### src/rtl/alu_wb_pkg.sv
// +----------------------------------------------------------------------------+
// | Module   : alu_wb_pkg                                                      |
// | Brief    : Shared types and flag bit positions for the ALU writeback stage |
// | Revision : 1.0 - initial release                                           |
// +----------------------------------------------------------------------------+
`default_nettype none

package alu_wb_pkg;

  typedef enum logic [3:0] {
    EQ = 4'h0, NE = 4'h1, CS = 4'h2, CC = 4'h3,
    MI = 4'h4, PL = 4'h5, VS = 4'h6, VC = 4'h7,
    HI = 4'h8, LS = 4'h9, GE = 4'hA, LT = 4'hB,
    GT = 4'hC, LE = 4'hD, AL = 4'hE, NV = 4'hF
  } cond_e;

  localparam int FLAG_N = 0;
  localparam int FLAG_Z = 1;
  localparam int FLAG_C = 2;
  localparam int FLAG_V = 3;

  typedef logic [3:0] flags_t;

endpackage

`default_nettype wire

### src/rtl/alu_cond_check.sv
// +----------------------------------------------------------------------------+
// | Module   : alu_cond_check                                                  |
// | Brief    : Combinational ARM condition-code evaluation against NZCV flags  |
// | Revision : 1.0 - initial release                                           |
// +----------------------------------------------------------------------------+
`default_nettype none

module alu_cond_check
  import alu_wb_pkg::*;
(
  input  logic [3:0] cond,
  input  flags_t     flags,
  output logic       pass
);

  logic w_n, w_z, w_c, w_v;

  assign w_n = flags[FLAG_N];
  assign w_z = flags[FLAG_Z];
  assign w_c = flags[FLAG_C];
  assign w_v = flags[FLAG_V];

  always_comb begin
    pass = 1'b0;
    case (cond_e'(cond))
      EQ: pass = w_z;
      NE: pass = !w_z;
      CS: pass = w_c;
      CC: pass = !w_c;
      MI: pass = w_n;
      PL: pass = !w_n;
      VS: pass = w_v;
      VC: pass = !w_v;
      HI: pass = w_c && !w_z;
      LS: pass = !w_c || w_z;
      GE: pass = (w_n == w_v);
      LT: pass = (w_n != w_v);
      GT: pass = !w_z && (w_n == w_v);
      LE: pass = w_z || (w_n != w_v);
      AL: pass = 1'b1;
      NV: pass = 1'b0;
      default: pass = 1'b0;
    endcase
  end

endmodule

`default_nettype wire

### src/rtl/alu_writeback_stage.sv
// +----------------------------------------------------------------------------+
// | Module   : alu_writeback_stage                                             |
// | Brief    : Conditional flag commit and result FIFO for the 4-bit ALU.      |
// |            Define ALU_WB_STATS_EN to add commit/squash counters.           |
// | Revision : 1.0 - initial release                                           |
// +----------------------------------------------------------------------------+
`default_nettype none

module alu_writeback_stage
  import alu_wb_pkg::*;
#(
  parameter int W     = 4,
  parameter int RDW   = 3,
  parameter int DEPTH = 4
) (
  input  logic           clk,
  input  logic           rst_n,
  input  logic           in_valid,
  output logic           in_ready,
  input  logic [W-1:0]   in_result,
  input  logic [3:0]     in_flags,
  input  logic [3:0]     in_cond,
  input  logic [1:0]     in_flag_wr,
  input  logic [RDW-1:0] in_rd,
  output logic           out_valid,
  input  logic           out_ready,
  output logic [W-1:0]   out_result,
  output logic [RDW-1:0] out_rd,
  output logic [3:0]     flags_q
`ifdef ALU_WB_STATS_EN
  ,
  output logic [15:0]    stat_commit,
  output logic [15:0]    stat_squash
`endif
);

  localparam int C_ADDR_W = $clog2(DEPTH);
  localparam int C_CNT_W  = C_ADDR_W + 1;
  localparam logic [C_CNT_W-1:0] C_FULL = C_CNT_W'(DEPTH);

  logic [W-1:0]        r_mem_result [DEPTH];
  logic [RDW-1:0]      r_mem_rd     [DEPTH];
  logic [C_ADDR_W-1:0] r_wr_ptr;
  logic [C_ADDR_W-1:0] r_rd_ptr;
  logic [C_CNT_W-1:0]  r_count;
  flags_t              r_flags;

  logic w_pass, w_accept, w_push, w_pop;

  alu_cond_check u_cond_check (
    .cond  (in_cond),
    .flags (r_flags),
    .pass  (w_pass)
  );

  // in_ready depends only on registered count, never on out_ready
  assign in_ready   = (r_count != C_FULL);
  assign out_valid  = (r_count != '0);
  assign w_accept   = in_valid && in_ready;
  assign w_push     = w_accept && w_pass;
  assign w_pop      = out_valid && out_ready;
  assign out_result = r_mem_result[r_rd_ptr];
  assign out_rd     = r_mem_rd[r_rd_ptr];
  assign flags_q    = r_flags;

  always_ff @(posedge clk) begin
    if (w_push) begin
      r_mem_result[r_wr_ptr] <= in_result;
      r_mem_rd[r_wr_ptr]     <= in_rd;
    end
  end

  always_ff @(posedge clk or negedge rst_n) begin
    if (!rst_n) begin
      r_wr_ptr <= '0;
      r_rd_ptr <= '0;
      r_count  <= '0;
    end else begin
      if (w_push) r_wr_ptr <= r_wr_ptr + C_ADDR_W'(1);
      if (w_pop)  r_rd_ptr <= r_rd_ptr + C_ADDR_W'(1);
      case ({w_push, w_pop})
        2'b10:   r_count <= r_count + C_CNT_W'(1);
        2'b01:   r_count <= r_count - C_CNT_W'(1);
        default: r_count <= r_count;
      endcase
    end
  end

  // Flags load at the same edge as the push so the next op sees them
  always_ff @(posedge clk or negedge rst_n) begin
    if (!rst_n) begin
      r_flags <= '0;
    end else if (w_push) begin
      if (in_flag_wr[1]) begin
        r_flags[FLAG_N] <= in_flags[FLAG_N];
        r_flags[FLAG_Z] <= in_flags[FLAG_Z];
      end
      if (in_flag_wr[0]) begin
        r_flags[FLAG_C] <= in_flags[FLAG_C];
        r_flags[FLAG_V] <= in_flags[FLAG_V];
      end
    end
  end

`ifdef ALU_WB_STATS_EN
  logic [15:0] r_stat_commit;
  logic [15:0] r_stat_squash;

  always_ff @(posedge clk or negedge rst_n) begin
    if (!rst_n) begin
      r_stat_commit <= '0;
      r_stat_squash <= '0;
    end else if (w_accept) begin
      if (w_pass && (r_stat_commit != 16'hFFFF))
        r_stat_commit <= r_stat_commit + 16'd1;
      if (!w_pass && (r_stat_squash != 16'hFFFF))
        r_stat_squash <= r_stat_squash + 16'd1;
    end
  end

  assign stat_commit = r_stat_commit;
  assign stat_squash = r_stat_squash;
`endif

endmodule

`default_nettype wire

### config.mk
export PLATFORM = sky130hd
export DESIGN_NAME = alu_writeback_stage
export DESIGN_NICKNAME = d
export VERILOG_FILES = /design/src/rtl/alu_wb_pkg.sv /design/src/rtl/alu_cond_check.sv /design/src/rtl/alu_writeback_stage.sv
export SDC_FILE = /design/constraint.sdc
export NUM_CORES = 1
export LEC_CHECK = 0
export BUFFER_PORTS_ARGS = -buffer_cell sky130_fd_sc_hd__buf_2
export CAP_MARGIN = 20
export CORE_MARGIN = 2
export CORE_UTILIZATION = 45
export DETAILED_ROUTE_END_ITERATION = 7
export PLACE_DENSITY = 0.74
export REMOVE_ABC_BUFFERS = 1
export SLEW_MARGIN = 30
export SYNTH_ARGS = -nofsm -noshare
export SYNTH_HDL_FRONTEND = slang
export SYNTH_SLANG_ARGS = --single-unit
### constraint.sdc
create_clock -name clk -period 2.88 [get_ports clk]
set_input_delay 0.288 -clock clk [delete_from_list [all_inputs] [get_ports clk]]
set_output_delay 0.288 -clock clk [all_outputs]
set_load 0.03 [all_outputs]
==> summary.txt <==
Placement
  – DP HPWL: 2460 um
  – I/O Buffers: 33
  – GPL Wtd Cong: 0.993
  – Cells after DPL: 202

Finish
  – Layout area overhead: 16.2%
  – Share of layout cells above drive strength 1: 0.350
  – Ant diodes: 0
  – Fin util: 0.543
  – Final nets: 187
  – Cell Count, Final, Fillers Out: 210
  – Fillers: 340

Detailed routing
  – Via density: 5.24
  – Starting DRT DRC Count: 71
  – DRC viols: 0
  – Routed WL per cell: 15.7 um
  – Routed WL: 3290 um
  – Via Count: 1101
  – Antenna Violating Nets Remaining: 0
  – DRT Pass-1 Iters: 4

Floorplan
  – Die Ht: 68.4 um
  – Num ports: 34
  – Die area: 0.00468 sq mm
  – Die Wd: 68.4 um
  – Starting Density: 0.467
  – Rows: 23
  – Core area: 0.00400 sq mm

Critical path
  – Crit path max fanout: 6
  – CP endpoint kind: register
  – Cell chain of the critical path: xor2_2, o21ai_0, o211ai_4, o21ai_4, inv_2, ha_1, inv_1, fa_1, xor2_1, nor2_1, xor2_1
  – Worst r2r src: flags_q[0]
  – Critical Path Max Stage Delay: 0.44 ns
  – Worst R2R Setup Slack: 0.24 ns
  – WP data required: 3.09 ns
  – Critical path launch point type: register
  – Arr. time, crit path: 2.84 ns
  – RR Endpoint: r_count[2]
  – Slowest-stage cell, CP: dfrtp_1
  – CP most frequent cell: xor2_1
  – Crit Path Class: reg2reg
  – CP delay by family, top: XOR/XNOR gates
  – R2R cell count: 11
  – WP buf/inv: 2

Global route
  – Largest net degree at the start of global routing: 12
  – GRT Util Overall: 0.157
  – Global route overflow: 0
  – First-pass GRT wire length: 5160 um
  – Initial antenna violation count: 0
  – Vias in the first global route: 1133

Timing
  – Slew Limit Fails: 0
  – Part of the cycle the worst path needs: 0.915
  – Worst rel slew slack: 0.638
  – Max Clk Rate: 379 MHz
  – Final setup viols: 0
  – Final hold slack: 0.211 ns
  – Clock skew: 0.00771 ns
  – Hold violation count in the final report: 0
  – Worst Max-Slew Pin Slew: 0.542 ns
  – RSZ-0062 raised after global routing: no
  – Post-route setup TNS: 0 ns
  – Min cycle time layout: 2.64 ns

Clocking
  – Bufs on Longest Clock Path: 2
  – Clock net sink count: 39
  – CTS root buffer: clkbuf_8
  – CTS tree: done
  – CTS buffer count: 5
  – Number of H-tree levels: 2
  – # resized after CTS: 0
  – Clock Latency Late Sink: 0.29 ns
  – Clock Pin Slew Worst Setup and Hold Paths: 0.08 ns

Hold path
  – Hold Crit Endpoint: r_mem_rd[0][0]
  – WHS Path Cells: 1
  – HP Start: in_rd[0]
  – Worst Hold Class: in2reg

Synth
  – Most frequent cell after synthesis: edfxtp_1
  – Distinct cell type count after synthesis: 38
  – Most used flip-flop cell after synthesis: edfxtp_1
  – Top post-synthesis cells by count: 28 x edfxtp_1, 14 x inv_1, 11 x dfrtp_1
  – Warnings, synthesis: 0
  – EDFF count, synth: 28
  – Top cells by area, synth: edfxtp_1 45%, dfrtp_1 15%, mux4_2 8.4%
  – Synth top area share: 0.450
  – Flop and latch count out of synthesis: 39
  – Fraction of registers with async set/reset: 0.282
  – Mean area per synthesized cell: 15.3 sq um
  – Synth Cell Area: 0.00187 sq mm
  – Cell count after synthesis: 122
  – Register area share after synthesis: 0.597
  – Area leader, netlist: edfxtp_1

Power
  – Pwr Total: 0.00213 W
  – Pwr Density: 983 mW/mm^2
  – Worst VDD drop: 0.000486 V
  – Leakage: 0.868 nW

Outcome
  – Status: complete, no violations

Job
  – Maxcap violations: 0
-- routing by layer --
metal | vias up | GRT usage | part of all wire | wire, um
met3 | 9 | 0.0526 | 0.059 | 195
met2 | 35 | 0.284 | 0.53 | 1730
met5 | - | 0 | 0 | 0
li1 | 531 | - | - | -
met1 | 526 | 0.169 | 0.40 | 1310
met4 | 0 | 0.0600 | 0.017 | 57
-- how the worst max path moves through the flow --
stage,startpoint,endpoint,slack (ns),depth (start not counted)
3_5_place_dp,in_cond[1],r_count[2],0.23,12
5_1_grt,flags_q[0],r_count[2],0.07,11
3_3_place_gp,in_cond[1],r_count[2],0.38,12
6_report,flags_q[0],r_count[2],0.24,11
4_1_cts,flags_q[0],r_count[2],0.25,11
2_1_floorplan,flags_q[2],r_count[2],0.31,11
-- kinds of logic (layout without fill, tap and decap cells) --
| kind of cell | count (synthesis) | after routing | synth area share |
|---|---|---|---|
| buffers and inverters | 18 | 56 | 0.0368 |
| adder cells (fa/ha/maj) | 6 | 6 | 0.0442 |
| flip-flops | 39 | 39 | 0.597 |
| XOR/XNOR | 8 | 8 | 0.0415 |
| AO/OA/AOI/OAI | 19 | 19 | 0.104 |
| AND/OR/NAND/NOR | 21 | 21 | 0.0690 |
| multiplexers | 11 | 11 | 0.106 |
-- final cells by class --
class | count | area [sq um] | area share
repair buffers | 34 | 175 | 0.0807
multi-input cells | 65 | 683 | 0.315
clock inverters | 2 | 8.76 | 0.00403
well taps | 50 | 62.6 | 0.0288
flip-flops and latches | 39 | 1120 | 0.514
clock buffers | 5 | 68.8 | 0.0317
inverters | 15 | 56.3 | 0.0259
-- repair_timing --
item                                   in CTS  in global routing
setup buffers                               0                  0
setup endpoints to repair                   0                  0
hold buffers                                1                  0
endpoints found under the hold margin      11                  0
-- flip-flops by register name, indices dropped and copies added, names as in the netlist --
signal        cells
flags_q           4
r_count           3
r_mem_rd         12
r_mem_result     16
r_rd_ptr          2
r_wr_ptr          2
-- power by group --
part           leakage (nW)  switching, W  internal [W]  total, W
clock                0.0414      0.000181      0.000161  0.000342
sequential            0.386      0.000154      0.000742  0.000895
combinational         0.442      0.000519      0.000377  0.000896
total                 0.868      0.000854       0.00128   0.00213
-- cell usage in the layout, fill, tap and decap left out, types with 3 or more instances in the layout --
cell type / n
nand2_1: 4
inv_1: 14
buf_2: 33
clkbuf_8: 5
o31ai_2: 4
mux4_2: 7
edfxtp_1: 28
o211ai_1: 6
ha_1: 5
dfrtp_1: 11
xnor2_1: 4
and2_1: 5
xor2_1: 3
nand2b_1: 3
mux2i_1: 3
-- per-stage QoR --
stage	area, sq um	setup slack, ns
final	2170	0.245
after global placement	2080	0.379
after global routing	2170	0.0656
after CTS	2170	0.246
after detailed placement	2080	0.228
after floorplan	1860	0.314
Note: power is estimated with default switching activity, not from simulation.
